===== src/rtl/cpu_control_unit_if.sv =====
// Fetch and data-memory handshake bundle for the CPU control unit.
// master: imem_req/imem_addr/dmem_req/dmem_we out; slave: ready/rdata out.
interface cpu_control_unit_if;
    logic        imem_req;
    logic [31:0] imem_addr;
    logic        imem_ready;
    logic [31:0] imem_rdata;
    logic        dmem_req;
    logic        dmem_we;
    logic        dmem_ready;

    modport master (
        output imem_req,
        output imem_addr,
        input  imem_ready,
        input  imem_rdata,
        output dmem_req,
        output dmem_we,
        input  dmem_ready
    );

    modport slave (
        input  imem_req,
        input  imem_addr,
        output imem_ready,
        output imem_rdata,
        input  dmem_req,
        input  dmem_we,
        output dmem_ready
    );
endinterface


===== src/rtl/cpu_control_unit.sv =====
// Multi-cycle sequencer: owns pc/ir, fetches, gates decode, steps strobes.
// Ports: clk, rst_n, bus (fetch/data handshakes), ir, dec_enable,
// flags_nzcv, alu_enable, flags_we, rf_we, base_we, lr_we, link_addr,
// pc, undef, retired, state (debug).
module cpu_control_unit #(
    parameter logic [31:0] RESET_PC = 32'h0000_0000
) (
    input  logic                       clk,
    input  logic                       rst_n,
    cpu_control_unit_if.master         bus,
    output logic [31:0]                ir,
    output logic                       dec_enable,
    input  logic [3:0]                 flags_nzcv,
    output logic                       alu_enable,
    output logic                       flags_we,
    output logic                       rf_we,
    output logic                       base_we,
    output logic                       lr_we,
    output logic [31:0]                link_addr,
    output logic [31:0]                pc,
    output logic                       undef,
    output logic                       retired,
    output logic [2:0]                 state
);

    typedef enum logic [2:0] {
        S_FETCH   = 3'd0,
        S_DECODE  = 3'd1,
        S_EXECUTE = 3'd2,
        S_MEM     = 3'd3,
        S_WB      = 3'd4
    } state_e;

    state_e      state_q;
    logic [31:0] pc_q;
    logic [31:0] ir_q;
    logic        imem_req_q;
    logic        dmem_req_q;
    logic        dmem_we_q;
    logic        alu_en_q;
    logic        flags_we_q;
    logic        rf_we_q;
    logic        base_we_q;
    logic        lr_we_q;
    logic        wb_ret_q;

    logic        cond_base;
    logic        cond_ok;
    logic        cls_undef;
    logic        is_dp;
    logic        is_ls;
    logic        is_br;
    logic        dp_test;
    logic        issue;
    logic        in_decode;
    logic        wb_rf;
    logic        wb_flags;
    logic        wb_base;
    logic        wb_lr;
    logic [31:0] pc_plus4;
    logic [31:0] br_target;

    // Condition codes come in true/inverted pairs; bit 28 selects the
    // inverse, except for the 111x pair where 1111 never executes.
    always_comb begin
        cond_base = 1'b0;
        unique case (ir_q[31:29])
            3'd0: cond_base = flags_nzcv[2];
            3'd1: cond_base = flags_nzcv[1];
            3'd2: cond_base = flags_nzcv[3];
            3'd3: cond_base = flags_nzcv[0];
            3'd4: cond_base = flags_nzcv[1] & ~flags_nzcv[2];
            3'd5: cond_base = flags_nzcv[3] == flags_nzcv[0];
            3'd6: cond_base = ~flags_nzcv[2]
                              & (flags_nzcv[3] == flags_nzcv[0]);
            3'd7: cond_base = 1'b1;
            default: cond_base = 1'b0;
        endcase
        if (ir_q[31:29] == 3'd7) begin
            cond_ok = ~ir_q[28];
        end else begin
            cond_ok = cond_base ^ ir_q[28];
        end
    end

    assign cls_undef = (ir_q[27:25] == 3'b100)
                     | (ir_q[27:25] == 3'b110)
                     | (ir_q[27:25] == 3'b111);
    assign is_dp     = ir_q[27:26] == 2'b00;
    assign is_ls     = ir_q[27:26] == 2'b01;
    assign is_br     = ir_q[27:25] == 3'b101;
    assign dp_test   = ir_q[24:23] == 2'b10;

    assign in_decode = state_q == S_DECODE;
    assign issue     = cond_ok & ~cls_undef;

    assign wb_rf    = (is_dp & ~dp_test) | (is_ls & ir_q[20]);
    assign wb_flags = is_dp & (ir_q[20] | dp_test);
    assign wb_base  = is_ls & (~ir_q[24] | ir_q[21]);
    assign wb_lr    = is_br & ir_q[24];

    assign pc_plus4  = pc_q + 32'd4;
    assign br_target = pc_q + 32'd8
                     + {{6{ir_q[23]}}, ir_q[23:0], 2'b00};

    always_ff @(posedge clk or negedge rst_n) begin
        if (!rst_n) begin
            state_q    <= S_FETCH;
            pc_q       <= RESET_PC;
            ir_q       <= '0;
            imem_req_q <= 1'b0;
            dmem_req_q <= 1'b0;
            dmem_we_q  <= 1'b0;
            alu_en_q   <= 1'b0;
            flags_we_q <= 1'b0;
            rf_we_q    <= 1'b0;
            base_we_q  <= 1'b0;
            lr_we_q    <= 1'b0;
            wb_ret_q   <= 1'b0;
        end else begin
            alu_en_q   <= 1'b0;
            flags_we_q <= 1'b0;
            rf_we_q    <= 1'b0;
            base_we_q  <= 1'b0;
            lr_we_q    <= 1'b0;
            wb_ret_q   <= 1'b0;
            unique case (state_q)
                S_FETCH: begin
                    // First cycle out of reset raises the request;
                    // ready only counts once the request is visible.
                    if (!imem_req_q) begin
                        imem_req_q <= 1'b1;
                    end else if (bus.imem_ready) begin
                        ir_q       <= bus.imem_rdata;
                        imem_req_q <= 1'b0;
                        state_q    <= S_DECODE;
                    end
                end
                S_DECODE: begin
                    if (issue) begin
                        alu_en_q <= ~is_br;
                        state_q  <= S_EXECUTE;
                    end else begin
                        pc_q       <= pc_plus4;
                        imem_req_q <= 1'b1;
                        state_q    <= S_FETCH;
                    end
                end
                S_EXECUTE: begin
                    if (is_ls) begin
                        dmem_req_q <= 1'b1;
                        dmem_we_q  <= ~ir_q[20];
                        state_q    <= S_MEM;
                    end else begin
                        rf_we_q    <= wb_rf;
                        flags_we_q <= wb_flags;
                        base_we_q  <= wb_base;
                        lr_we_q    <= wb_lr;
                        wb_ret_q   <= 1'b1;
                        state_q    <= S_WB;
                    end
                end
                S_MEM: begin
                    if (bus.dmem_ready) begin
                        dmem_req_q <= 1'b0;
                        dmem_we_q  <= 1'b0;
                        rf_we_q    <= wb_rf;
                        flags_we_q <= wb_flags;
                        base_we_q  <= wb_base;
                        lr_we_q    <= wb_lr;
                        wb_ret_q   <= 1'b1;
                        state_q    <= S_WB;
                    end
                end
                S_WB: begin
                    pc_q       <= is_br ? br_target : pc_plus4;
                    imem_req_q <= 1'b1;
                    state_q    <= S_FETCH;
                end
                default: begin
                    imem_req_q <= 1'b1;
                    state_q    <= S_FETCH;
                end
            endcase
        end
    end

    assign bus.imem_req  = imem_req_q;
    assign bus.imem_addr = pc_q;
    assign bus.dmem_req  = dmem_req_q;
    assign bus.dmem_we   = dmem_we_q;

    // Decode-phase strobes depend on the flags seen in DECODE itself.
    assign dec_enable = in_decode & issue;
    assign undef      = in_decode & cond_ok & cls_undef;
    assign retired    = wb_ret_q | (in_decode & ~issue);

    assign alu_enable = alu_en_q;
    assign flags_we   = flags_we_q;
    assign rf_we      = rf_we_q;
    assign base_we    = base_we_q;
    assign lr_we      = lr_we_q;
    assign link_addr  = pc_plus4;
    assign pc         = pc_q;
    assign ir         = ir_q;
    assign state      = state_q;

endmodule

===== src/flat_wrapper.sv =====
// flat-port wrapper written by rule: the top's interface ports become plain ports
module cpu_control_unit_flat 
#(
    parameter logic [31:0] RESET_PC = 32'h0000_0000
)
  (clk, rst_n, ir, dec_enable, flags_nzcv, alu_enable, flags_we, rf_we, base_we, lr_we, link_addr, pc, undef, retired, state, bus_imem_req, bus_imem_addr, bus_imem_ready, bus_imem_rdata, bus_dmem_req, bus_dmem_we, bus_dmem_ready);
  cpu_control_unit_if bus_i ();
  input  logic clk;
  input  logic rst_n;
  output logic [31:0] ir;
  output logic dec_enable;
  input  logic [3:0] flags_nzcv;
  output logic alu_enable;
  output logic flags_we;
  output logic rf_we;
  output logic base_we;
  output logic lr_we;
  output logic [31:0] link_addr;
  output logic [31:0] pc;
  output logic undef;
  output logic retired;
  output logic [2:0] state;
  output wire logic [$bits(bus_i.imem_req)-1:0] bus_imem_req;
  output wire logic [$bits(bus_i.imem_addr)-1:0] bus_imem_addr;
  input wire logic [$bits(bus_i.imem_ready)-1:0] bus_imem_ready;
  input wire logic [$bits(bus_i.imem_rdata)-1:0] bus_imem_rdata;
  output wire logic [$bits(bus_i.dmem_req)-1:0] bus_dmem_req;
  output wire logic [$bits(bus_i.dmem_we)-1:0] bus_dmem_we;
  input wire logic [$bits(bus_i.dmem_ready)-1:0] bus_dmem_ready;
  assign bus_imem_req = bus_i.imem_req;
  assign bus_imem_addr = bus_i.imem_addr;
  assign bus_i.imem_ready = bus_imem_ready;
  assign bus_i.imem_rdata = bus_imem_rdata;
  assign bus_dmem_req = bus_i.dmem_req;
  assign bus_dmem_we = bus_i.dmem_we;
  assign bus_i.dmem_ready = bus_dmem_ready;
  cpu_control_unit #(.RESET_PC(RESET_PC)) u_core (.clk(clk), .rst_n(rst_n), .bus(bus_i), .ir(ir), .dec_enable(dec_enable), .flags_nzcv(flags_nzcv), .alu_enable(alu_enable), .flags_we(flags_we), .rf_we(rf_we), .base_we(base_we), .lr_we(lr_we), .link_addr(link_addr), .pc(pc), .undef(undef), .retired(retired), .state(state));
endmodule

===== config.mk =====
export PLATFORM = sky130hd
export DESIGN_NAME = cpu_control_unit_flat
export DESIGN_NICKNAME = d
export VERILOG_FILES = /design/src/rtl/cpu_control_unit_if.sv /design/src/rtl/cpu_control_unit.sv /design/src/flat_wrapper.sv
export SDC_FILE = /design/constraint.sdc
export NUM_CORES = 1
export LEC_CHECK = 0
export ABC_AREA = 1
export ABC_CLOCK_PERIOD_IN_PS = 3100
export BUFFER_PORTS_ARGS = -buffer_cell sky130_fd_sc_hd__buf_2
export CELL_PAD_IN_SITES_DETAIL_PLACEMENT = 0
export CELL_PAD_IN_SITES_GLOBAL_PLACEMENT = 1
export CORE_UTILIZATION = 25
export CTS_CLUSTER_DIAMETER = 100
export DETAILED_ROUTE_END_ITERATION = 8
export PLACE_DENSITY = 0.64
export REMOVE_ABC_BUFFERS = 1
export SYNTH_ARGS = -nofsm -noshare
export SYNTH_HDL_FRONTEND = slang
export SYNTH_SLANG_ARGS = --single-unit

===== constraint.sdc =====
create_clock -name clk -period 3.1 [get_ports clk]
set_input_delay 0.62 -clock clk [delete_from_list [all_inputs] [get_ports clk]]
set_output_delay 0.62 -clock clk [all_outputs]
set_load 0.02 [all_outputs]

Word level (Yosys, flattened, before mapping)
Index checks and enable logic that the tools add are counted.

Bits in read-only memories: 0. Memories kept: 0. Register bits after elaboration: 76. Output and inout bits: 142. Latch bits: 0. Input bits: 40. Memory bits (writable): 0.

Order comparisons: 0. Shift-type cells: 0. Muxes and demuxes: 37. Add/subtract/negate cells: 3. Multiply operators: 0. Reductions and logical operators: 11. Div/mod/pow operators: 0. Equal/unequal tests: 23. Bitwise operators: 28.

Operator list (count): 32-bit 2-to-1 mux (2); 32-bit one-hot mux with 2 select lines (1); 32-bit by 3-bit adder with 32-bit output (second input constant) (1); 32-bit adder (1); 32-bit by 4-bit adder with 32-bit output (second input constant) (1); 3-bit equality test (second input constant) (9); 1-bit 2-to-1 mux (19); 1-bit one-hot mux with 2 select lines (7); 1-bit bitwise AND (12); 3-bit by 2-bit equality test with 1-bit output (second input constant) (4); 3-bit 2-to-1 mux (4); 3-bit one-hot mux with 4 select lines (1); 1-bit inverter (9); 3-bit AND reduction (3); 1-bit one-hot mux with 8 select lines (1); 3-bit by 1-bit equality test with 1-bit output (second input constant) (2); 3-bit zero test (2); 2-bit inequality test (second input constant) (3); 1-bit bitwise OR (6); 2-bit by 1-bit inequality test with 1-bit output (second input constant) (2); 2-bit AND reduction (2); 2-bit nonzero test (2); 1-bit one-hot mux with 3 select lines (1); 2-bit by 1-bit equality test with 1-bit output (second input constant) (1); other kinds (6) (6).

Logic depth before layout (Yosys ltp)
Depth after elaboration: 9. Gate-level depth with buffers: 18. Mapped depth without buffers: 18.

Worst setup path before layout
OpenSTA, ideal clock, no wires.

Path kind: reg2reg. Start point: reg u_core.pc_q[3] (netlist: u_core.bus.imem_addr[3]). End point: reg u_core.pc_q[15] (netlist: u_core.bus.imem_addr[15]). Stages on the path, launching flop included: 16. Buffers on the path: 0. Setup time: 126 ps. Slack: 534 ps. Period minus slack after synthesis: 2566 ps. Data required time: 2974 ps. Data arrival time: 2440 ps. Cells stage by stage: dfrtp_1 > inv_1 > ha_1 > inv_1 > ha_1 > fa_1 > nand3_1 > nand2_1 > nand2_1 > nand2_1 > nand2_1 > nand2_1 > o21ai_0 > a21oi_1 > o21ai_0 > o21ai_1.

Cells in the longest elaborated chain, start to end: 4. Elaborated cells on any way between the ends: 6. Those cells by class: add/sub: 3; mux: 3.

Ends and longest elaborated chain: from (decl) (line cpu_control_unit.sv:35) `logic [31:0] pc_q;`; from (signal assigned) (line cpu_control_unit.sv:144) `pc_q <= pc_plus4;`; from (signal assigned) (line cpu_control_unit.sv:176) `pc_q <= is_br ? br_target : pc_plus4;`; 32-bit by 4-bit adder with 32-bit output (line cpu_control_unit.sv:103) `assign br_target = pc_q + 32'd8`; 32-bit adder (line cpu_control_unit.sv:104) `+ {{6{ir_q[23]}}, ir_q[23:0], 2'b00};`; 32-bit 2-to-1 mux (line cpu_control_unit.sv:176); 32-bit one-hot mux with 2 select lines (*) (line cpu_control_unit.sv:127) `unique case (state_q)`.

Mark *: on every way between the ends. The rest lies on a longest branch, timed or not. The select of a mux whose other input is x is not followed. A chain may end at the register's enable or synchronous reset.

Worst setup path in the final report
Start point: reg u_core.pc_q[14] (netlist: u_core.bus.imem_addr[14]). End point: out link_addr[28].

Cells in the longest elaborated chain, start to end: 1.

Ends and longest elaborated chain: 32-bit by 3-bit adder with 32-bit output (line cpu_control_unit.sv:102) `assign pc_plus4 = pc_q + 32'd4;`; to (decl) (line flat_wrapper.sv:18) `output logic [31:0] link_addr;`.

Every way passes these cells.

==> key figures <==
Global routing
  – Global route overflow: 0
  – Gr usage total: 18.7%
  – First-pass GRT wire length: 39,700 µm
  – Antenna violations before repair: 1
  – Largest net degree at the start of global routing: 47
  – Number of global-route vias before repair: 6,850

Routing
  – Vias per cell: 4.65
  – WL final: 25,800 µm
  – # DRC: 0
  – Routed WL per cell: 16.9 µm
  – First DRT Iteration DRCs: 462
  – First-pass DRT Iterations: 5
  – Routed Antenna Nets: 0
  – Routed vias: 7,098

Logic synthesis
  – Syn avg cell area: 6.68 µm²
  – Main combinational cell family by area after synthesis: simple AND/OR/NAND/NOR gates
  – Synth Warn #: 0
  – Post-synth top area cell: dfrtp_1
  – FF+latch count, synth: 74
  – Mapped cell area: 6840 µm²
  – Synth area leaders: dfrtp_1 (27%), nand2_1 (19%), ha_1 (11%), inv_1 (6.4%), nand3_1 (5.4%)
  – Top-area cell type share of the netlist area: 27.1%
  – Xor and xnor area share after synthesis: 4.30%
  – Synth Area in Adders: 10.9%
  – Post-Synth Simple-Gate Area: 36.6%
  – Cell variety after synth: 45
  – Post-Synthesis Cells: 1,024
  – Post-synthesis compound-gate area fraction: 8.73%
  – Register area share after synthesis: 27.1%
  – Post-synthesis mux area share: 0%

Clock tree
  – Root Driver: clkbuf_16
  – CTS buffer count: 9
  – Max Buffers Root-to-Sink: 2
  – CTS H-tree depth: 3
  – Clock slew at reported path FFs: 0.07 ns
  – Latest clock arrival within the worst-skew pair: 0.35 ns
  – Clock Sink Count: 74
  – CTS tree: built
  – CTS Hold Bufs: 0

Floorplanning
  – # rows: 60
  – Ports: 182
  – Die H: 167 µm
  – Initial core utilization: 25.5%
  – Die area: 28,000 µm²
  – Die width: 167 µm
  – Total core area: 26,900 µm²

Critical path
  – Top cell by count, worst path: nand2_1
  – CP Data Required Time: 2.48 ns
  – WP data arrival: 2.32 ns
  – Critical path's slowest cell: dfrtp_1
  – Critical path launch point type: flop
  – Crit end category: output port
  – CP Buf/Inv Count: 1
  – CP delay by family, top: simple AND/OR/NAND/NOR gates
  – Critical-path maximum fanout: 5
  – Crit-path cells: nand2_1, nor3_2, nand2_1, or3_1, nor2_1, nand2_1, nand2_1, buf_2
  – Setup CP Type: reg2out
  – CP max stage delay: 0.54 ns

STA
  – Slew Viols, Final: 0
  – Final Hold Vio Count: 0
  – Final Critical Period: 2.94 ns
  – Worst-Margin Slew: 0.610 ns
  – Headroom to the max-slew limit: 59.4%
  – TNS Setup: 0 ns
  – Worst Clk Skew: 0.0116 ns
  – Final number of setup-violating endpoints: 0
  – Final period util: 95.0%
  – Min setup slack post-route: 0.156 ns
  – Highest Clock Rate: 340 MHz
  – RSZ-0062 raised after global routing: false

Layout
  – Commonest non-fill, non-tap cell in the layout: nand2_1
  – Layout Area Growth over Synthesis: 21.1%
  – Share of cells above drive strength 1: 21.4%
  – Filler cell count: 3,007
  – Antenna cells: 0
  – Multi-input gate area: 4190 µm²
  – Layout net count: 1,279
  – Register area: 1850 µm²
  – Most frequent cells in the layout: nand2_1 (353), buf_2 (174), inv_1 (117), nor2_1 (81), nand3_1 (74)

Outcome
  – Outcome: complete, no violations

Placement
  – Worst slack at placement: 0.218 ns
  – Port buffer count: 175
  – Hpwl dp: 20,600 µm
  – Placer Congestion: 0.893

Power and ir drop
  – Worst vdd ir: 338 µV
  – Power per Cell Area: 950 nW/µm²
  – Static Leak: 4.73 nW

Min path
  – Worst hold path type: in2async

Flow run
  – Max cap viols: 0
[layout make-up]
type | instances | share of cell area, %
inverter | 122 | 5.56
clock inverter | 6 | 1.09
clock buffer | 10 | 2.89
sequential | 74 | 22.4
timing repair buffer | 192 | 12.3
multi-input combinational | 781 | 50.6
tap | 341 | 5.15
[routing by layer]
metal | global-route usage (%) | vias up | part of all wire, %
met2 | 30.5 | 159 | 47
met1 | 26.1 | 3357 | 48
met5 | 0 | - | 0.031
li1 | - | 3559 | -
met4 | 4.39 | 2 | 1.4
met3 | 2.32 | 21 | 3.7
[sequential cells by signal, summed over array words and instances (netlist names)]
signal and cells:
u_core.ir 32, u_core.bus.imem_addr 30, u_core.state 3, u_core.alu_enable 1, u_core.base_we 1, u_core.bus.dmem_req 1, u_core.bus.dmem_we 1, u_core.bus.imem_req 1
u_core.flags_we 1, u_core.lr_we 1, u_core.rf_we 1, u_core.wb_ret_q 1
[power by group]
part           switching, W  internal, W  leakage [nW]  total (W)
Clock              0.000486     0.000730         0.159    0.00122
Combinational       0.00329      0.00155          3.62    0.00483
Sequential         0.000491      0.00133         0.956    0.00182
[synth_stat cells (all sizes together)]
master and number:
nand4 14, o211ai 1, or3 1, o21bai 4, nand2 359, o31ai 3
clkbuf 7, o22ai 2, nor4 1, o21ai 57, conb 1, a211o 1
nand3 79, ha 58, a21oi 40, a21o 2, xor2 22, xnor2 9
nand3b 1, fa 1, a21boi 2, or2 6, dfrtp 74, nor3 22
nor2 90, buf 45, inv 122
[stage by stage]
| step | instance area, µm² | utilization (%) | instances | power, W | hold WS, ns |
|---|---|---|---|---|---|
| after floorplan | 6480 | - | 977 | 0.00481 | 0.324 |
| after global placement | 7890 | 29.3 | 1504 | 0.00664 | 0.454 |
| after detailed placement | 7890 | 29.3 | 1504 | 0.00661 | 0.466 |
| after CTS | 8220 | 30.6 | 1520 | 0.00788 | 0.303 |
| after global routing | 8280 | 30.8 | 1526 | 0.00851 | 0.310 |
| final | 8280 | 30.8 | 1526 | 0.00787 | 0.269 |
[path summary, 6_finish.rpt]
| check | to | cells past startpoint | startpoint | slack, ns |
|---|---|---|---|---|
| setup / recovery | link_addr[28] | 8 | u_core.bus.imem_addr[14]$_DFFE_PN0P_ | 0.16 |
| hold / removal | u_core.ir[12]$_DFFE_PN0P_ | 1 | rst_n | 0.27 |
| setup reg to reg | u_core.bus.imem_addr[22]$_DFFE_PN0P_ | 16 | u_core.bus.imem_addr[19]$_DFFE_PN0P_ | 0.35 |
| hold reg to reg | u_core.bus.dmem_req$_DFFE_PN0P_ | 2 | u_core.bus.dmem_req$_DFFE_PN0P_ | 0.49 |
| max in group asynchronous | u_core.bus.imem_addr[2]$_DFFE_PN0P_ | 2 | rst_n | 2.15 |
| min in group clk | u_core.ir[6]$_DFFE_PN0P_ | 3 | bus_imem_rdata[6] | 0.46 |
[logic make-up after synthesis]
logic type      count (synthesis)
compound gates                112
buf+inv                       174
simple gates                  573
fa+ha+maj                      59
xor+xnor                       31
flops                          74
other cells                     1
[what timing repair did]
| item | CTS | global route |
|---|---|---|
| resized for setup | 1 | 6 |
| pin swaps | 0 | 1 |
| buffers inserted | 0 | 6 |
| setup endpoints to repair | 2 | 7 |
No activity file was read; power rests on OpenSTA's default activity.
